===== src/rtl/if_fetch_stage.sv =====
// Instruction-fetch stage: owns the PC, issues one request at a time to instruction
// memory, and holds one fetched instruction for the IF/ID register.
//
// state  | meaning
// -------+----------------------------------------------------
// S_IDLE | no request outstanding; may issue from pc
// S_WAIT | request outstanding at req_addr, waiting for ready
module if_fetch_stage #(
   parameter int                 ADDR_W   = 32,
   parameter int                 DATA_W   = 32,
   parameter logic [ADDR_W-1:0]  RESET_PC = '0
) (
   input  logic              clk,
   input  logic              reset,
   input  logic              stall,
   input  logic              redirect_valid,
   input  logic [ADDR_W-1:0] redirect_pc,
   output logic              imem_req,
   output logic [ADDR_W-1:0] imem_addr,
   input  logic              imem_ready,
   input  logic [DATA_W-1:0] imem_rdata,
   output logic              if_valid,
   output logic [ADDR_W-1:0] if_pc,
   output logic [ADDR_W-1:0] if_pc_plus4,
   output logic [DATA_W-1:0] if_instr
);

   localparam logic [0:0]        S_IDLE = 1'b0;
   localparam logic [0:0]        S_WAIT = 1'b1;
   localparam logic [ADDR_W-1:0] FOUR   = ADDR_W'(4);

   logic [0:0]        state;
   logic [ADDR_W-1:0] pc;
   logic [ADDR_W-1:0] req_addr;
   logic              kill;
   logic              issue;
   logic              accept;

   // A new request is only issued when the slot will be free by the time data lands.
   assign issue     = (state == S_IDLE) & ~redirect_valid & (~if_valid | ~stall);
   assign imem_req  = issue | (state == S_WAIT);
   assign imem_addr = (state == S_WAIT) ? req_addr : pc;
   assign accept    = imem_req & imem_ready & ~kill & ~redirect_valid;

   always_ff @(posedge clk or posedge reset) begin
      if (reset) begin
         state    <= S_IDLE;
         req_addr <= '0;
         kill     <= 1'b0;
      end else begin
         case (state)
            S_IDLE: begin
               if (issue & ~imem_ready) begin
                  state    <= S_WAIT;
                  req_addr <= pc;
               end
            end
            default: begin
               // The request is never withdrawn; a redirect only marks its data as stale.
               if (imem_ready) begin
                  state <= S_IDLE;
                  kill  <= 1'b0;
               end else if (redirect_valid) begin
                  kill  <= 1'b1;
               end
            end
         endcase
      end
   end

   always_ff @(posedge clk or posedge reset) begin
      if (reset) begin
         pc <= RESET_PC;
      end else if (redirect_valid) begin
         pc <= redirect_pc;
      end else if (accept) begin
         pc <= imem_addr + FOUR;
      end
   end

   always_ff @(posedge clk or posedge reset) begin
      if (reset) begin
         if_valid    <= 1'b0;
         if_pc       <= '0;
         if_pc_plus4 <= '0;
         if_instr    <= '0;
      end else if (accept) begin
         if_valid    <= 1'b1;
         if_pc       <= imem_addr;
         if_pc_plus4 <= imem_addr + FOUR;
         if_instr    <= imem_rdata;
      end else if (redirect_valid | ~stall) begin
         if_valid    <= 1'b0;
      end
   end

endmodule


===== config.mk =====
export PLATFORM = sky130hd
export DESIGN_NAME = if_fetch_stage
export DESIGN_NICKNAME = d
export VERILOG_FILES = /design/src/rtl/if_fetch_stage.sv
export SDC_FILE = /design/constraint.sdc
export NUM_CORES = 1
export LEC_CHECK = 0
export CAP_MARGIN = 20
export CORE_MARGIN = 8
export CORE_UTILIZATION = 53
export CTS_CLUSTER_DIAMETER = 200
export DETAILED_ROUTE_END_ITERATION = 6
export PLACE_DENSITY = 0.93
export REMOVE_ABC_BUFFERS = 1
export SETUP_SLACK_MARGIN = 0.4
export SLEW_MARGIN = 20
export SYNTH_ARGS = -nofsm -noshare
export SYNTH_HDL_FRONTEND = slang
export SYNTH_SLANG_ARGS = --single-unit

===== constraint.sdc =====
create_clock -name clk -period 14 [get_ports clk]
set_input_delay 1.4 -clock clk [delete_from_list [all_inputs] [get_ports clk]]
set_output_delay 1.4 -clock clk [all_outputs]
set_load 0.02 [all_outputs]

* Word level (Yosys, flattened, before mapping)
Index checks and enable logic that the tools add are counted.
** Storage, ports and cells
- Register bits after elaboration :: 163
- Output and inout port bits :: 130
- Input bits :: 69
** Cells by class
- Add/sub/neg operators :: 1
- Bitwise operators :: 15
- Reduce and logical (&&, ||, !) cells :: 5
- Multiplexer cells :: 10
** Operators with widths (count)
- $mux 32 :: 3
- $add 32x3->32 const B :: 1
- $mux 1 :: 7
- $and 1x1->1 :: 6
- $not 1->1 :: 6
- $reduce_bool 2->1 :: 3
- $reduce_and 2->1 :: 2
- $or 1x1->1 :: 3

* Depth between registers and ports, before layout
Gate-level depths: netlist (run 1).
- Word-level depth :: 9
- Mapped depth :: 13
- Mapped depth without buffers :: 8

* Least setup slack after synthesis (run 1)
Ideal clock, no wire load.
- Kind :: in2out
- From :: input port stall
- To :: output port imem_req
- Cell stages on the path :: 3
- Data required time :: 12.600 ns
- Slack :: 10.801 ns
- Arrival time :: 1.799 ns
- Cell sequence :: a21oi_1 nor2_1 inv_1
** On the way
- Longest elaborated chain between the ends :: 4
** RTL lines
- start: declaration :: RTL line 15 : input logic stall,
- $not 1->1 :: RTL line 40 : assign issue = (state == S_IDLE) & ~redirect_valid & (~if_valid | ~stall);
- $or 1x1->1 :: RTL line 40
- $and 1x1->1 :: RTL line 40
- $or 1x1->1 :: RTL line 41 : assign imem_req = issue | (state == S_WAIT);
- end: declaration :: RTL line 18 : output logic imem_req,
Every way passes these cells.

* Final worst setup path (run 1)
- From :: input port redirect_valid
- To :: output port imem_req
** On the way
- Longest elaborated chain between the ends :: 4
** RTL lines
- start: declaration :: RTL line 16 : input logic redirect_valid,
- $not 1->1 :: RTL line 40
- $and 1x1->1 (2 in series) :: RTL line 40
- $or 1x1->1 :: RTL line 41
Every way passes these cells.

==> metrics.cfg, run 1 <==
[clock_tree]
clockBufferDepth=2
postCtsResizedCells=0
clk_latency_ps=410
htree_levels=4
clock_tree.root_cell=clkbuf_16
clkSinkCount=161
cts_setup_buffers=0
tritoncts=yes
postCtsHoldBufs=0
clk_pin_slew_worst_paths_ps=50
cts_made_buffers=17

[logic_synthesis]
synth-edff-count=0
synth_cell_type_count=61
syn_inst=770
synth_top_flop_cell=dfrtp_1
ys_ff_latch=161
synth_seq_area_share=0.532
syn_area_um2=7580
async_flop_share=1.00
yosys_warnings=0
syn_avg_cell_area_um2=9.84

[grt]
grt_overflow=0
grtUsageTotal=0.228
grt_pass1_wl_mm=33.5
grt_pass1_vias=6431
grt_max_degree=90
grt_antenna_before_repair=0

[power]
leakage_nw=4.59
power.total_mw=1.78
power_density_nw_per_um2=174
internal_power_mw=1.17
power.share.switching=0.340
sequentialPowerShare=0.388
pwr-share-clk=0.258
pwr-share-comb=0.355
power.switching_mw=0.604
ir_drop_v=0.0000999

[worst_setup_path]
path_delay_family=buffers and inverters
startpoint=redirect_valid
slowest_delay_ps=570
critPathKind=in2out
cpMaxStageDelayCell=buf_4
cp-start-kind=input pin
path_max_fanout=68
endpoint_kind=output port
r2r_start=state$_DFF_PP0_
cp.arrival_ps=3150
worstPathCellList=buf_2, buf_4, a21oi_1, nor2_1, inv_1, clkdlybuf4s50_1
critPathBufInv=4
crit_required_ps=12600

[sta]
drv_slew=0
finalClockSkew_ps=8.45
fin_crit_ps=4550
setup-tns-final_ps=0
rsz0062_at_grt=false
hold_violations=0
fin_hold_ws_ps=471
fmax_mhz=220
worstMarginPinSlew_ps=971
slew_headroom=0.353
finalCritPeriodShare=0.325
final-setup-viol-count=0

[routing]
routed_wl_mm=20.5
via_per_inst=5.48
firstDrtPassIters=5
antenna_left=0
wl_per_cell_um=17.9
drcViolationCount=0
first_iter_violations=479
dr_total_vias=6253

[placement]
port_buffers=198
place_area_um2=9630
dpl.hpwl_mm=14.0
gp_congestion=0.796

[job]
maxCapViolations=0

[hold_path]
timing.hold.worst.start=if_instr[18]$_DFFE_PP0P_
hold_path.class=reg2reg

[floorplanning]
io-pin-count=199
rows=43
die_area_um2=18400
start_util=0.544
dieHeight_um=136
coreArea_um2=13900
chipWidth_um=136

[outcome]
status=finished clean

[final_layout]
num-nets-final=1019
final_area_um2=10200
drive_gt1_frac=0.111
fin_util=0.733
antennaDiodeCount=0
syn_to_final_growth_pct=34.7

-- sequential cells by signal (all words and copies together) (netlist names) --
| signal | cells |
|---|---|
| if_pc | 32 |
| state | 1 |
| if_instr | 32 |
| pc | 32 |
| kill | 1 |
| req_addr | 32 |
| if_pc_plus4 | 30 |
| if_valid | 1 |
-- path summary, 6_finish.rpt --
kind / depth (start not counted) / end / slack, ps
min in group asynchronous: 2 / if_instr[3]$_DFFE_PP0P_ / 1510
worst min register to register: 2 / if_instr[18]$_DFFE_PP0P_ / 470
worst min-delay path: 2 / if_instr[18]$_DFFE_PP0P_ / 470
worst max register to register: 7 / pc[24]$_DFFE_PP0P_ / 10430
worst max-delay path: 6 / imem_req / 9450
max in group asynchronous: 3 / state$_DFF_PP0_ / 10910
-- power groups by stage --
stage                     sequential [mW]  combinational, mW  clock, mW
final                               0.689              0.631      0.458
after CTS                           0.688              0.640      0.464
after global placement              0.686              0.621          0
after global routing                0.706              0.679      0.486
after floorplan                     0.791              0.213          0
after detailed placement            0.694              0.635          0
-- cells by family after synthesis --
group | synth area share
adders and majority gates | 0.00165
muxes | 0.102
DFF | 0.532
and+or+nand+nor | 0.200
AOI/OAI and AO/OA | 0.0959
buffers and inverters | 0.0446
xor gates and xnor gates | 0.0243
-- worst register-to-register path, delay by kind of cell, from the launching register on --
| family | cells | cell delay, ps |
|---|---|---|
| AOI/OAI and AO/OA | 2 | 400 |
| buffers and inverters | 2 | 1170 |
| DFF | 1 | 810 |
| muxes | 1 | 250 |
| and+or+nand+nor | 2 | 780 |
-- cell usage after synthesis (all sizes together), types with 4 or more instances --
cell type | count | area [µm²]
nand4 | 9 | 83.8
mux2 | 42 | 473
a21oi | 30 | 154
nor2 | 31 | 119
inv | 27 | 101
o21ai | 62 | 318
clkbuf | 20 | 75.1
buf | 24 | 161
nand2 | 227 | 855
nand4b | 5 | 95.1
o31ai | 4 | 30.0
nor3 | 4 | 30.0
dfrtp | 161 | 4030
nand3 | 21 | 123
nor3b | 9 | 82.6
mux2i | 30 | 300
xnor2 | 19 | 166
o211ai | 9 | 67.6
-- cell usage in the layout, fill, tap and decap left out, types with 3 or more instances in the layout --
cell / Yosys / layout
nand2_1: 226 / 226
clkdlybuf4s50_1: 0 / 197
dfrtp_1: 161 / 160
o21ai_0: 52 / 52
mux2_2: 42 / 42
mux2i_1: 30 / 30
a21oi_1: 29 / 29
nor2_1: 30 / 29
inv_1: 27 / 26
nand3_1: 19 / 19
xnor2_1: 19 / 19
clkbuf_16: 0 / 17
o211ai_1: 9 / 9
o21ai_1: 8 / 8
nand4_1: 6 / 6
nor3b_1: 6 / 6
buf_4: 4 / 6
clkbuf_8: 0 / 5
o31ai_1: 4 / 4
clkbuf_1: 20 / 4
nand4b_4: 3 / 3
nand2b_1: 3 / 3
nand3b_1: 3 / 3
or4_1: 3 / 3
clkinv_2: 0 / 3
-- per-stage QoR --
| stage | cells | worst slack [ps] |
|---|---|---|
| global placement | 1110 | 9280 |
| CTS | 1141 | 9450 |
| detailed placement | 1110 | 9120 |
| global route | 1141 | 9180 |
| floorplan | 726 | 8250 |
| finish | 1141 | 9450 |
-- per-layer routing --
| metal | vias up | GRT usage | part of all wire | wire length [µm] |
|---|---|---|---|---|
| met5 | - | 0 | 0 | 0 |
| met4 | 0 | 0.0833 | 0.017 | 354 |
| met3 | 36 | 0.0645 | 0.083 | 1690 |
| met2 | 252 | 0.368 | 0.48 | 9750 |
| met1 | 3016 | 0.285 | 0.42 | 8660 |
| li1 | 2949 | - | - | - |
-- area by class of cell --
class | count | area (µm²)
multi-input cells | 538 | 3240
clock inverters | 5 | 75.1
inverters | 27 | 106
clock buffers | 26 | 509
fillers | 987 | 3720
repair buffers | 204 | 2020
flip-flops and latches | 161 | 4030
well taps | 180 | 225
(Power assumes the default switching activity.)
==> run 2, diff against run 1 <==
Settings changed: CORE_UTILIZATION 53 to 44, PLACE_DENSITY 0.93 to 0.83.
Clock period 14 ns to 4 ns, I/O delays scaled along.
==> run 2 against run 1 <==
  * Sequential share of layout area shrank 0.57 points
  * Core utilization shrank 13 points
  * First-iteration DRC count shrank 16%
  * Sequential power grew to 3.5 times the previous value
  * Largest cell class unchanged
==> metrics.cfg, run 2 (synthesized netlist as in run 1, its figures left out) <==
[outcome]
status=finished clean

[final_layout]
multiInputGateArea_um2=3240
syn_to_final_growth_pct=36.7
final_cells=1192
drive_gt1_frac=0.117
seq_area_um2=4030
fill_cells=1424
layout_common_cells=nand2_1, clkdlybuf4s50_1, dfrtp_1
final_common_cell=nand2_1
num-nets-final=1024

[grt]
grt_pass1_vias=6291
grtUsageTotal=0.196
grt_antenna_before_repair=1
grt_overflow=0
grt_max_degree=86
grt_pass1_wl_mm=34.1

[worst_setup_path]
crit_required_ps=3600
timing.rr.end=pc[26]$_DFFE_PP0P_
cpMaxStageDelayCell=dfrtp_4
critPathKind=reg2out
path_max_fanout=54
endpoint_kind=output port
rrSetupSlack_ps=860
slowest_delay_ps=900
worstPathCellList=buf_4, mux2i_1, inv_1, clkdlybuf4s50_1
ff2ff_path_depth=8
cp.arrival_ps=2980
r2r_start=state$_DFF_PP0_
cp-start-kind=flop

[clock_tree]
htree_levels=4
cts_made_buffers=17
postCtsResizedCells=0
clk_pin_slew_worst_paths_ps=60
postCtsHoldBufs=0
clock_tree.root_cell=clkbuf_16
cts_setup_buffers=0
tritoncts=yes
clk_latency_ps=430
clockBufferDepth=2
clkSinkCount=161

[hold_path]
hold_depth=2
whs_endpoint=if_instr[28]$_DFFE_PP0P_
hold_path.class=reg2reg
timing.hold.worst.start=if_instr[28]$_DFFE_PP0P_

[sta]
fin_crit_ps=3380
hold_violations=0
finalClockSkew_ps=10.0
fmax_mhz=296
fin_hold_ws_ps=468
drv_slew=0
fin_ws_ps=616
setup-tns-final_ps=0
slew_headroom=0.477
rsz0062_at_grt=false
final-setup-viol-count=0
worstMarginPinSlew_ps=784
finalCritPeriodShare=0.846

[routing]
drcViolationCount=0
firstDrtPassIters=5
wl_per_cell_um=17.7
first_iter_violations=404
antenna_left=0
dr_total_vias=6174
routed_wl_mm=21.1
via_per_inst=5.18

[floorplanning]
chipWidth_um=147
coreArea_um2=17100
dieHeight_um=147
rows=48
die_area_um2=21700
io-pin-count=199
start_util=0.444

[placement]
pre_cts_ws_ps=910
gp_congestion=0.823
port_buffers=198
dpl.hpwl_mm=14.7
place_inst=1160

[job]
maxCapViolations=0

[power]
power_density_nw_per_um2=615
power.total_mw=6.37
leakage_nw=4.64
ir_drop_v=0.000326

run 2: cell types whose count changed in the layout (fill, tap and decap cells not counted):
cell,before,now
clkbuf_8,5,0
buf_4,6,10
bufinv_16,2,5
clkinv_4,0,2
buf_12,0,1
clkbuf_1,4,3
clkinv_2,3,4
diode_2,0,1
run 2: cell type report:
| class | instances | share of cell area |
|---|---|---|
| flip-flops and latches | 161 | 0.389 |
| multi-input cells | 538 | 0.313 |
| repair buffers | 209 | 0.200 |
| clock buffers | 20 | 0.0421 |
| well taps | 225 | 0.0272 |
| clock inverters | 11 | 0.0181 |
| inverters | 27 | 0.0103 |
| diodes | 1 | 0.000242 |
run 2: report_power, final:
group          leakage (nW)  switching [mW]  internal [mW]  total (mW)
Combinational          2.34            1.19           1.04        2.23
Clock                 0.308           0.637           1.10        1.74
Sequential             1.99           0.326           2.08        2.40
Total                  4.64            2.15           4.22        6.37
run 2: layer usage:
| metal | global-route usage | routed length (µm) | vias to the layer above |
|---|---|---|---|
| li1 | - | - | 2959 |
| met1 | 0.244 | 9130 | 3010 |
| met2 | 0.318 | 10300 | 184 |
| met3 | 0.0535 | 1290 | 21 |
| met4 | 0.0745 | 388 | 0 |
| met5 | 0 | 0 | - |
run 2: metrics by stage:
stage | instance area, µm² | util
3_3_place_gp | 9730 | 0.571
6_report | 10400 | 0.607
3_5_place_dp | 9730 | 0.571
2_1_floorplan | 7340 | -
4_1_cts | 10400 | 0.607
5_1_grt | 10400 | 0.607
run 2: worst max-delay path by stage:
stage / slack [ps] / from / depth (start not counted) / endpoint
3_5_place_dp: 910 / state$_DFF_PP0_ / 8 / pc[26]$_DFFE_PP0P_
4_1_cts: 650 / state$_DFF_PP0_ / 4 / imem_addr[17]
6_report: 620 / state$_DFF_PP0_ / 4 / imem_addr[17]
2_1_floorplan: -1310 / state$_DFF_PP0_ / 3 / if_pc[3]$_DFFE_PP0P_
3_3_place_gp: 1020 / state$_DFF_PP0_ / 8 / pc[26]$_DFFE_PP0P_
5_1_grt: 440 / state$_DFF_PP0_ / 4 / imem_addr[17]
run 2: worst max-delay path: cells and delay by family, from the launching register on:
kind / cells / cell delay (ps)
DFF: 1 / 900
muxes: 1 / 570
buffers and inverters: 3 / 1060
